`config.mk`:
```
export PLATFORM = sky130hd
export DESIGN_NAME = alu_immediate_pipe_flat
export DESIGN_NICKNAME = d
export VERILOG_FILES = /design/src/rtl/alu_imm_pkg.sv /design/src/rtl/alu_immediate_pipe_if.sv /design/src/rtl/alu_imm_shifter.sv /design/src/rtl/alu_immediate_pipe.sv /design/src/flat_wrapper.sv
export SDC_FILE = /design/constraint.sdc
export NUM_CORES = 1
export LEC_CHECK = 0
export BUFFER_PORTS_ARGS = -buffer_cell sky130_fd_sc_hd__buf_2
export CORE_MARGIN = 1
export CORE_UTILIZATION = 60
export DETAILED_ROUTE_END_ITERATION = 7
export GPL_TIMING_DRIVEN = 1
export HOLD_SLACK_MARGIN = 0.1
export PLACE_DENSITY = 0.82
export SLEW_MARGIN = 25
export SYNTH_ARGS = -nofsm -noshare
export SYNTH_HDL_FRONTEND = slang
export SYNTH_SLANG_ARGS = --single-unit
```
`constraint.sdc`:
```
create_clock -name clock -period 6.5 [get_ports clock]
set_input_delay 0.65 -clock clock [delete_from_list [all_inputs] [get_ports clock]]
set_output_delay 0.65 -clock clock [all_outputs]
set_load 0.01 [all_outputs]
```
`src/rtl/alu_imm_pkg.sv`:
```
// Shared definitions for the OP-IMM ALU pipe: funct3 encodings, control states
// and the shift-encoding legality check.
package alu_imm_pkg;

  localparam logic [2:0] F3_ADDI      = 3'd0;
  localparam logic [2:0] F3_SLLI      = 3'd1;
  localparam logic [2:0] F3_SLTI      = 3'd2;
  localparam logic [2:0] F3_SLTIU     = 3'd3;
  localparam logic [2:0] F3_XORI      = 3'd4;
  localparam logic [2:0] F3_SRLI_SRAI = 3'd5;
  localparam logic [2:0] F3_ORI       = 3'd6;
  localparam logic [2:0] F3_ANDI      = 3'd7;

  typedef enum logic [1:0] {
    ST_IDLE  = 2'd0,
    ST_SHIFT = 2'd1,
    ST_DONE  = 2'd2
  } state_e;

  function automatic logic is_shift_op(input logic [2:0] f3);
    return (f3 == F3_SLLI) || (f3 == F3_SRLI_SRAI);
  endfunction

  // Reserved immediate bits of a shift; imm[5] is only a shamt bit on 64-bit.
  function automatic logic shift_enc_illegal(input logic [2:0] f3,
                                             input logic [11:0] imm12,
                                             input logic xlen64);
    logic bad;
    bad = imm12[11] || (imm12[9:6] != 4'd0) || (!xlen64 && imm12[5]) ||
          ((f3 == F3_SLLI) && imm12[10]);
    return is_shift_op(f3) && bad;
  endfunction

endpackage

```
`src/rtl/alu_immediate_pipe_if.sv`:
```
// Operation/result handshake bundle between a producer and the OP-IMM ALU pipe.
interface alu_immediate_pipe_if #(
  parameter int XLEN = 32
);
  logic            in_valid;
  logic            in_ready;
  logic [2:0]      funct3;
  logic [XLEN-1:0] imm;
  logic [XLEN-1:0] rs1;
  logic [4:0]      rd_addr;
  logic            out_valid;
  logic            out_ready;
  logic [XLEN-1:0] rd_value;
  logic [4:0]      rd_addr_out;
  logic            illegal;

  modport master (
    output in_valid, funct3, imm, rs1, rd_addr, out_ready,
    input  in_ready, out_valid, rd_value, rd_addr_out, illegal
  );

  modport slave (
    input  in_valid, funct3, imm, rs1, rd_addr, out_ready,
    output in_ready, out_valid, rd_value, rd_addr_out, illegal
  );
endinterface

```
`src/rtl/alu_imm_shifter.sv`:
```
// Iterative shifter: moves at most SHIFT_STEP positions per cycle; value_o is the
// result of the current step, complete when done_o is high.
module alu_imm_shifter #(
  parameter int XLEN       = 32,
  parameter int SHIFT_STEP = 4
) (
  input  logic                    clock_i,
  input  logic                    reset_i,
  input  logic                    start_i,
  input  logic [XLEN-1:0]         operand_i,
  input  logic [$clog2(XLEN)-1:0] amount_i,
  input  logic                    direction_i,
  input  logic                    arithmetic_i,
  output logic                    busy_o,
  output logic                    done_o,
  output logic [XLEN-1:0]         value_o
);
  localparam int AW = $clog2(XLEN);
  localparam logic [AW:0] STEP_L = (AW+1)'(SHIFT_STEP);

  logic [XLEN-1:0] value_q;
  logic [AW-1:0]   rem_q;
  logic            right_q;
  logic            arith_q;
  logic            busy_q;
  logic [AW:0]     step_s;
  logic            last_s;

  // Step size and shifted value for the current cycle.
  always_comb begin
    step_s = STEP_L;
    if ({1'b0, rem_q} > STEP_L) begin
      step_s = STEP_L;
    end else begin
      step_s = {1'b0, rem_q};
    end
    last_s = ({1'b0, rem_q} <= STEP_L);
    value_o = value_q;
    if (right_q && arith_q) begin
      value_o = $signed(value_q) >>> step_s;
    end else if (right_q) begin
      value_o = value_q >> step_s;
    end else begin
      value_o = value_q << step_s;
    end
  end

  // Operand/remaining-count registers.
  always_ff @(posedge clock_i) begin
    if (reset_i) begin
      value_q <= {XLEN{1'b0}};
      rem_q   <= {AW{1'b0}};
      right_q <= 1'b0;
      arith_q <= 1'b0;
      busy_q  <= 1'b0;
    end else if (start_i) begin
      value_q <= operand_i;
      rem_q   <= amount_i;
      right_q <= direction_i;
      arith_q <= arithmetic_i;
      busy_q  <= (amount_i != {AW{1'b0}});
    end else if (busy_q) begin
      value_q <= value_o;
      rem_q   <= rem_q - step_s[AW-1:0];
      busy_q  <= !last_s;
    end else begin
      value_q <= value_q;
      rem_q   <= rem_q;
    end
  end

  assign busy_o = busy_q;
  assign done_o = busy_q && last_s;
endmodule

```
`src/rtl/alu_immediate_pipe.sv`:
```
// RISC-V OP-IMM execute unit: single-cycle ALU ops, iterative shifts, and a
// valid/ready result register that holds until the consumer takes it.
module alu_immediate_pipe
  import alu_imm_pkg::*;
#(
  parameter int XLEN       = 32,
  parameter int SHIFT_STEP = 4
) (
  input  logic                clock,
  input  logic                reset,
  alu_immediate_pipe_if.slave bus
);
  localparam int AW = $clog2(XLEN);

  state_e          state_q, state_d;
  logic [XLEN-1:0] rd_value_q, rd_value_d;
  logic [4:0]      rd_addr_q, rd_addr_d;
  logic [4:0]      pend_addr_q, pend_addr_d;
  logic            illegal_q, illegal_d;

  logic            in_ready_s, accept_s, enc_illegal_s, go_shift_s, sh_start_s;
  logic [AW-1:0]   shamt_s;
  logic [XLEN-1:0] alu_result_s, sh_value_s;
  logic            sh_done_s;

  assign in_ready_s    = (state_q == ST_IDLE) || ((state_q == ST_DONE) && bus.out_ready);
  assign accept_s      = bus.in_valid && in_ready_s;
  assign shamt_s       = bus.imm[AW-1:0];
  assign enc_illegal_s = shift_enc_illegal(bus.funct3, bus.imm[11:0], (XLEN == 64));
  assign go_shift_s    = is_shift_op(bus.funct3) && !enc_illegal_s && (shamt_s != {AW{1'b0}});

  // Single-cycle ALU; shift ops here only cover the zero-amount case.
  always_comb begin
    alu_result_s = {XLEN{1'b0}};
    case (bus.funct3)
      F3_ADDI:      alu_result_s = bus.rs1 + bus.imm;
      F3_SLTI:      alu_result_s = {{(XLEN-1){1'b0}}, ($signed(bus.rs1) < $signed(bus.imm))};
      F3_SLTIU:     alu_result_s = {{(XLEN-1){1'b0}}, (bus.rs1 < bus.imm)};
      F3_XORI:      alu_result_s = bus.rs1 ^ bus.imm;
      F3_ORI:       alu_result_s = bus.rs1 | bus.imm;
      F3_ANDI:      alu_result_s = bus.rs1 & bus.imm;
      F3_SLLI:      alu_result_s = bus.rs1;
      F3_SRLI_SRAI: alu_result_s = bus.rs1;
      default:      alu_result_s = {XLEN{1'b0}};
    endcase
  end

  // Next state and result-register loads.
  always_comb begin
    state_d     = state_q;
    rd_value_d  = rd_value_q;
    rd_addr_d   = rd_addr_q;
    illegal_d   = illegal_q;
    pend_addr_d = pend_addr_q;
    sh_start_s  = 1'b0;
    if (accept_s) begin
      if (go_shift_s) begin
        state_d     = ST_SHIFT;
        sh_start_s  = 1'b1;
        pend_addr_d = bus.rd_addr;
      end else begin
        state_d    = ST_DONE;
        rd_value_d = enc_illegal_s ? {XLEN{1'b0}} : alu_result_s;
        rd_addr_d  = bus.rd_addr;
        illegal_d  = enc_illegal_s;
      end
    end else begin
      case (state_q)
        ST_IDLE: state_d = ST_IDLE;
        ST_SHIFT: begin
          if (sh_done_s) begin
            state_d    = ST_DONE;
            rd_value_d = sh_value_s;
            rd_addr_d  = pend_addr_q;
            illegal_d  = 1'b0;
          end else begin
            state_d = ST_SHIFT;
          end
        end
        ST_DONE: begin
          if (bus.out_ready) begin
            state_d = ST_IDLE;
          end else begin
            state_d = ST_DONE;
          end
        end
        default: state_d = ST_IDLE;
      endcase
    end
  end

  // State and output registers.
  always_ff @(posedge clock) begin
    if (reset) begin
      state_q     <= ST_IDLE;
      rd_value_q  <= {XLEN{1'b0}};
      rd_addr_q   <= 5'd0;
      pend_addr_q <= 5'd0;
      illegal_q   <= 1'b0;
    end else begin
      state_q     <= state_d;
      rd_value_q  <= rd_value_d;
      rd_addr_q   <= rd_addr_d;
      pend_addr_q <= pend_addr_d;
      illegal_q   <= illegal_d;
    end
  end

  alu_imm_shifter #(
    .XLEN       (XLEN),
    .SHIFT_STEP (SHIFT_STEP)
  ) u_shifter (
    .clock_i      (clock),
    .reset_i      (reset),
    .start_i      (sh_start_s),
    .operand_i    (bus.rs1),
    .amount_i     (shamt_s),
    .direction_i  (bus.funct3 == F3_SRLI_SRAI),
    .arithmetic_i (bus.imm[10]),
    .busy_o       (),
    .done_o       (sh_done_s),
    .value_o      (sh_value_s)
  );

  assign bus.in_ready    = in_ready_s;
  assign bus.out_valid   = (state_q == ST_DONE);
  assign bus.rd_value    = rd_value_q;
  assign bus.rd_addr_out = rd_addr_q;
  assign bus.illegal     = illegal_q;
endmodule

```
`src/flat_wrapper.sv`:
```
// flat-port wrapper written by rule: the top's interface ports become plain ports
module alu_immediate_pipe_flat import alu_imm_pkg::*;
#(
  parameter int XLEN       = 32,
  parameter int SHIFT_STEP = 4
)
  (clock, reset, bus_in_valid, bus_funct3, bus_imm, bus_rs1, bus_rd_addr, bus_out_ready, bus_in_ready, bus_out_valid, bus_rd_value, bus_rd_addr_out, bus_illegal);
  alu_immediate_pipe_if #(.XLEN(XLEN)) bus_i ();
  input  logic clock;
  input  logic reset;
  input wire logic [$bits(bus_i.in_valid)-1:0] bus_in_valid;
  input wire logic [$bits(bus_i.funct3)-1:0] bus_funct3;
  input wire logic [$bits(bus_i.imm)-1:0] bus_imm;
  input wire logic [$bits(bus_i.rs1)-1:0] bus_rs1;
  input wire logic [$bits(bus_i.rd_addr)-1:0] bus_rd_addr;
  input wire logic [$bits(bus_i.out_ready)-1:0] bus_out_ready;
  output wire logic [$bits(bus_i.in_ready)-1:0] bus_in_ready;
  output wire logic [$bits(bus_i.out_valid)-1:0] bus_out_valid;
  output wire logic [$bits(bus_i.rd_value)-1:0] bus_rd_value;
  output wire logic [$bits(bus_i.rd_addr_out)-1:0] bus_rd_addr_out;
  output wire logic [$bits(bus_i.illegal)-1:0] bus_illegal;
  assign bus_i.in_valid = bus_in_valid;
  assign bus_i.funct3 = bus_funct3;
  assign bus_i.imm = bus_imm;
  assign bus_i.rs1 = bus_rs1;
  assign bus_i.rd_addr = bus_rd_addr;
  assign bus_i.out_ready = bus_out_ready;
  assign bus_in_ready = bus_i.in_ready;
  assign bus_out_valid = bus_i.out_valid;
  assign bus_rd_value = bus_i.rd_value;
  assign bus_rd_addr_out = bus_i.rd_addr_out;
  assign bus_illegal = bus_i.illegal;
  alu_immediate_pipe #(.XLEN(XLEN), .SHIFT_STEP(SHIFT_STEP)) u_core (.clock(clock), .reset(reset), .bus(bus_i));
endmodule
```
After elaboration in Yosys (flattened, before gate mapping)
Index checks and enable logic that the tools add are counted.
- add/subtract/negate cells: 2
- order comparisons: 4
- eq/ne operators: 10
- shift operators: 3
- mux-type cells: 30
- bitwise logic cells: 3
- reduce and logical (&&, ||, !) cells: 25
- operator list (cell ; number):
    $mux 32 ; 9
    $pmux 32 s7 ; 1
    $lt 32x32->1 ; 2
    $mux 5 ; 7
    $add 32x32->32 ; 1
    $and 32x32->32 ; 1
    $or 32x32->32 ; 1
    $shl 32x6->32 ; 1
    $shr 32x6->32 ; 1
    $sshr 32x6->32 ; 1
    $xor 32x32->32 ; 1
    $eq 3x3->1 const B ; 4
    $logic_and 1x1->1 ; 8
    $mux 1 ; 8
    $mux 2 ; 4
    $eq 3x2->1 const B ; 2
    $reduce_bool 2->1 ; 3
    $gt 5x3->1 const B ; 1
    $le 5x3->1 const B ; 1
    $logic_or 1x1->1 ; 5
    $reduce_bool 5->1 ; 1
    $sub 5x5->5 ; 1
    $pmux 2 s2 ; 1
    $reduce_bool 4->1 ; 1
    10 further kinds ; 11
- bits in registers: 85
- bits of input ports: 76
- output and inout port bits: 40
- word-level logic and storage cells: 87

Logic depth before layout (Yosys ltp)
- depth in word-level cells: 11
- gate-level depth with buffers: 13
- depth with buffers taken out: 11

Cells and area by module
A second synthesis with hierarchy kept.
- cell total of the unflattened synthesis: 1364
- area total of the unflattened synthesis: 10148.5 um^2
- by module, submodules not included (module ; instances ; cells each ; area each (um^2) ; seq. area each (um^2)):
    alu_immediate_pipe ; 1 ; 872 ; 6188.4 ; 900.9
    alu_imm_shifter ; 1 ; 492 ; 3960.0 ; 800.8

Worst setup path after synthesis
Ideal clock, no wire load.
- path type: input port to flip-flop
- start point: input bus_imm[5]
- end point: register u_core.rd_value_q[30], in the netlist u_core.bus.rd_value[30]
- setup time: 0.078 ns
- data arrival time: 3.039 ns
- required time: 6.422 ns
- setup slack: 3.383 ns
- stages on the path: 11
- path buffers: 1
- cells stage by stage: inv_1 > ha_1 > clkbuf_1 > o21ai_0 > or4b_1 > a2111oi_2 > nor3_1 > o31ai_1 > xor2_1 > a31oi_1 > nor3_1
- longest elaborated chain between the ends: 8
- elaborated cells between the ends (all ways): 13
- classes of those cells: add/sub: 1; eq/ne: 1; mux: 4; reduce/logical: 7
- RTL lines (element ; RTL line ; RTL):
    start, declared ; flat_wrapper.sv:13 ; input wire logic [$bits(bus_i.imm)-1:0] bus_imm;
    parallel branches: the longest is 8 deep, another holds $add 32x32->32 ; n/a ;
    end signal, assigned ; alu_immediate_pipe.sv:96 ; rd_value_q <= {XLEN{1'b0}};
    end signal, assigned ; alu_immediate_pipe.sv:102 ; rd_value_q <= rd_value_d;
    end, declared ; alu_immediate_pipe.sv:16 ; logic [XLEN-1:0] rd_value_q, rd_value_d;
Several ways; the timed one is not identified. The select of a mux whose other input is x is not followed.
A chain may end at the register's enable or synchronous reset.

Worst setup path after layout
- start point: input bus_funct3[1]
- end point: register u_core.rd_value_q[13], in the netlist u_core.bus.rd_value[13]
- longest elaborated chain between the ends: 9
- elaborated cells between the ends (all ways): 22
- classes of those cells: eq/ne: 8; mux: 4; reduce/logical: 10
- RTL lines (element ; RTL line ; RTL):
    start, declared ; flat_wrapper.sv:12 ; input wire logic [$bits(bus_i.funct3)-1:0] bus_funct3;
    parallel branches: the longest is 9 deep, another holds $pmux 32 s7 ; n/a ;
Several ways; the timed one is not identified. The select of a mux whose other input is x is not followed.

==> key figures <==
Die
  – I/O pins: 116
  – Die area: 17500 sq um
  – Core Footprint: 16600 sq um
  – Die X: 132 um
  – Site Rows: 47
  – Die height: 132 um
  – Starting Density: 61.3%

STA
  – RSZ-0062 raised after global routing: false
  – Min Tclk post-route: 4.00 ns
  – Max Slew Vio Count: 0
  – Total negative slack: 0 ns
  – Final hold violation count: 0
  – FMAX: 0.250 GHz
  – Rel. slew slack: 25.1%
  – Fin crit share: 61.5%
  – Clk_skew: 0.00919 ns
  – Slew @ Worst Pin: 1.12 ns
  – Setup violators final: 0

Cells and area
  – N_diodes: 0
  – FF/Latch Area: 1700 sq um
  – Final nets: 1539
  – FILL cells: 1470
  – Area occupied by multi-input gates: 7630 sq um
  – Layout cells sized above 1: 16.7%
  – Area grow syn2layout: 7.66%

Status
  – Outcome: finished clean

Route
  – DR top layer: met4
  – DRT antenna net count: 0
  – Initial DRC Count: 1330
  – Via count: 10810
  – Wire per inst: 21.4 um
  – Pre-antenna DRT Iters: 5
  – DRC Markers: 0
  – Drt total wl: 33.9 mm
  – Via density: 6.81
  – WL met1: 13.6 mm
  – Met2 wire length: 14.7 mm
  – Met3 Routed Length: 3.77 mm

Synth
  – Most frequent cell after synthesis: nor2_1
  – EDFF count, synth: 0
  – Mapped Avg Cell Area: 7.53 sq um
  – Top_reg_cell synth: dfxtp_1
  – Synth area leader: dfxtp_1
  – Library cells used by synthesis: 73
  – Synth top area share: 16.7%
  – Top post-synthesis cells by count: nor2_1, a21oi_1, clkbuf_1, ha_1, nand2_1
  – Synth area leaders: dfxtp_1, mux4_2, ha_1
  – Syn. warnings: 0
  – Fraction of registers with async set/reset: 0%
  – Synthesized flop and latch total: 85
  – Mapped Nets: 1527
  – Post-Syn Area: 10200 sq um
  – Post-Synthesis Cells: 1350
  – Register area share after synthesis: 16.7%

Setup path
  – Worst-path fanout max: 60
  – CP Data Arrival Time: 4.27 ns
  – Critical Path End Type: flop
  – Crit path launch type: input pin
  – Critical Path RT: 6.77 ns
  – Kind of critical path: input pin to flop

Place
  – RePlAce Congestion: 1.00
  – Input/output buffers: 115
  – DP Wirelength: 24.5 mm

Clock tree
  – CTS tree: yes
  – Reg clk slew, reported paths: 0.06 ns
  – Clock Latency Late Sink: 0.36 ns
  – H-Tree Depth: 3
  – CTS max path bufs: 2
  – Clock Root Buffer: clkbuf_16
  – CTS sink count: 85
  – Post-CTS sizing: 0
  – CTS buffer count: 9
  – Post-CTS Repair Setup Buffers: 0
  – Hold buffers post-CTS: 0

Power
  – Register share of total power: 35.5%
  – PD cells: 143 nW/um^2
  – Internal power: 1.01 mW
  – Combinational share of power: 30.1%
  – Leakage: 4.51 nW
  – Total power: 1.56 mW
  – NetSw: 0.551 mW
  – Switching Share: 35.3%
  – Clk pwr share: 34.5%
  – Peak supply drop: 0.148 mV

Global routing
  – Largest net degree at the start of global routing: 88
  – Gr ovfl total: 0
  – Vias in the first global route: 9620
  – GRT Total Usage: 39.1%
  – Antenna violations before repair: 0
  – First-pass GRT wire length: 53.5 mm

Run
  – Max-Cap Viols: 0

Worst hold path
  – HP Class: flop to flop
## cell usage in the layout, fill, tap and decap left out, types with 7 or more instances in the layout
master     count
ha_1         100
a22oi_1       20
buf_4         16
nand3_1       25
nand2_1       93
nor4_1         8
o32ai_1        8
o22ai_1       37
a211oi_1      35
or3_1          8
inv_1         88
clkbuf_16      9
o211ai_1      18
nor2b_1        9
nor3_1        44
o21ai_0       74
nor2_1       192
xnor2_1       14
o21a_1         7
buf_2        115
a21o_1        13
o21bai_1      12
dfxtp_1       84
mux2i_1       26
mux4_2        59
a311oi_1      11
a21oi_1      125
xor2_1         7
a31oi_1       12
## cell type report
type | instances | area share [%]
flip-flops and latches | 85 | 15.6
well taps | 220 | 2.52
inverters | 90 | 3.09
repair buffers | 131 | 6.36
clock buffers | 10 | 2.09
clock inverters | 6 | 0.652
multi-input cells | 1045 | 69.7
## final timing paths
check                       endpoint  slack (ns)             startpoint  depth (start not counted)
max          u_core.bus.rd_value[13]        2.50          bus_funct3[1]                          8
min reg2reg    u_core.pend_addr_q[3]        0.46  u_core.pend_addr_q[3]                          2
min            u_core.pend_addr_q[3]        0.46  u_core.pend_addr_q[3]                          2
max reg2reg  u_core.bus.rd_value[13]        2.51      u_core.state_q[0]                         10
## metrics by stage
step | setup WS, ns | instance area (sq um) | utilization (%) | hold slack [ns] | instances
after floorplan | 3.38 | 10200 | - | 0.432 | 1350
after global placement | 2.60 | 10600 | 64.1 | 0.439 | 1571
final | 2.50 | 10900 | 66.0 | 0.455 | 1587
after detailed placement | 2.34 | 10600 | 64.1 | 0.443 | 1571
after global routing | 2.30 | 10900 | 66.0 | 0.475 | 1587
after CTS | 2.67 | 10900 | 65.9 | 0.452 | 1587
## flip-flops by register name, summed over array words and instances, names as in the netlist
register and flops:
u_core.bus.illegal 1, u_core.pend_addr_q 5, u_core.bus.rd_value 32, u_core.bus.rd_addr_out 5, u_core.state_q 2, u_core.u_shifter.value_q 32, u_core.u_shifter.right_q 1, u_core.u_shifter.arith_q 1
u_core.u_shifter.rem_q 5, u_core.u_shifter.busy_o 1
## per-layer routing
metal / global-route usage, % / up-vias
li1: - / 4928
met1: 55.4 / 4987
met2: 58.3 / 758
met3: 5.31 / 137
met4: 19.3 / 0
met5: 0 / -
## power by group through the flow
| stage | Clock [mW] | Combinational (mW) | Sequential [mW] |
|---|---|---|---|
| 2_1_floorplan | 0 | 0.295 | 0.569 |
| 3_3_place_gp | 0 | 0.446 | 0.564 |
| 3_5_place_dp | 0 | 0.452 | 0.565 |
| 4_1_cts | 0.541 | 0.455 | 0.553 |
| 5_1_grt | 0.564 | 0.510 | 0.554 |
| 6_report | 0.538 | 0.469 | 0.554 |
## worst max-delay path, cell delays in order
cell	delay (ns)
buf_2	0.08
buf_4	0.50
nand2b_1	0.39
or4_1	0.63
nand2_1	0.69
nor2_1	0.94
a22oi_1	0.15
o22ai_1	0.21
## cell families after synthesis
| group | synth area share, % |
|---|---|
| muxes | 16.0 |
| and+or+nand+nor | 18.5 |
| buffers and inverters | 8.46 |
| xor gates and xnor gates | 1.81 |
| DFF | 16.7 |
| AOI/OAI and AO/OA | 26.0 |
| adders and majority gates | 12.5 |
| other | 0.0369 |
Power figures use the tool's default switching activity.
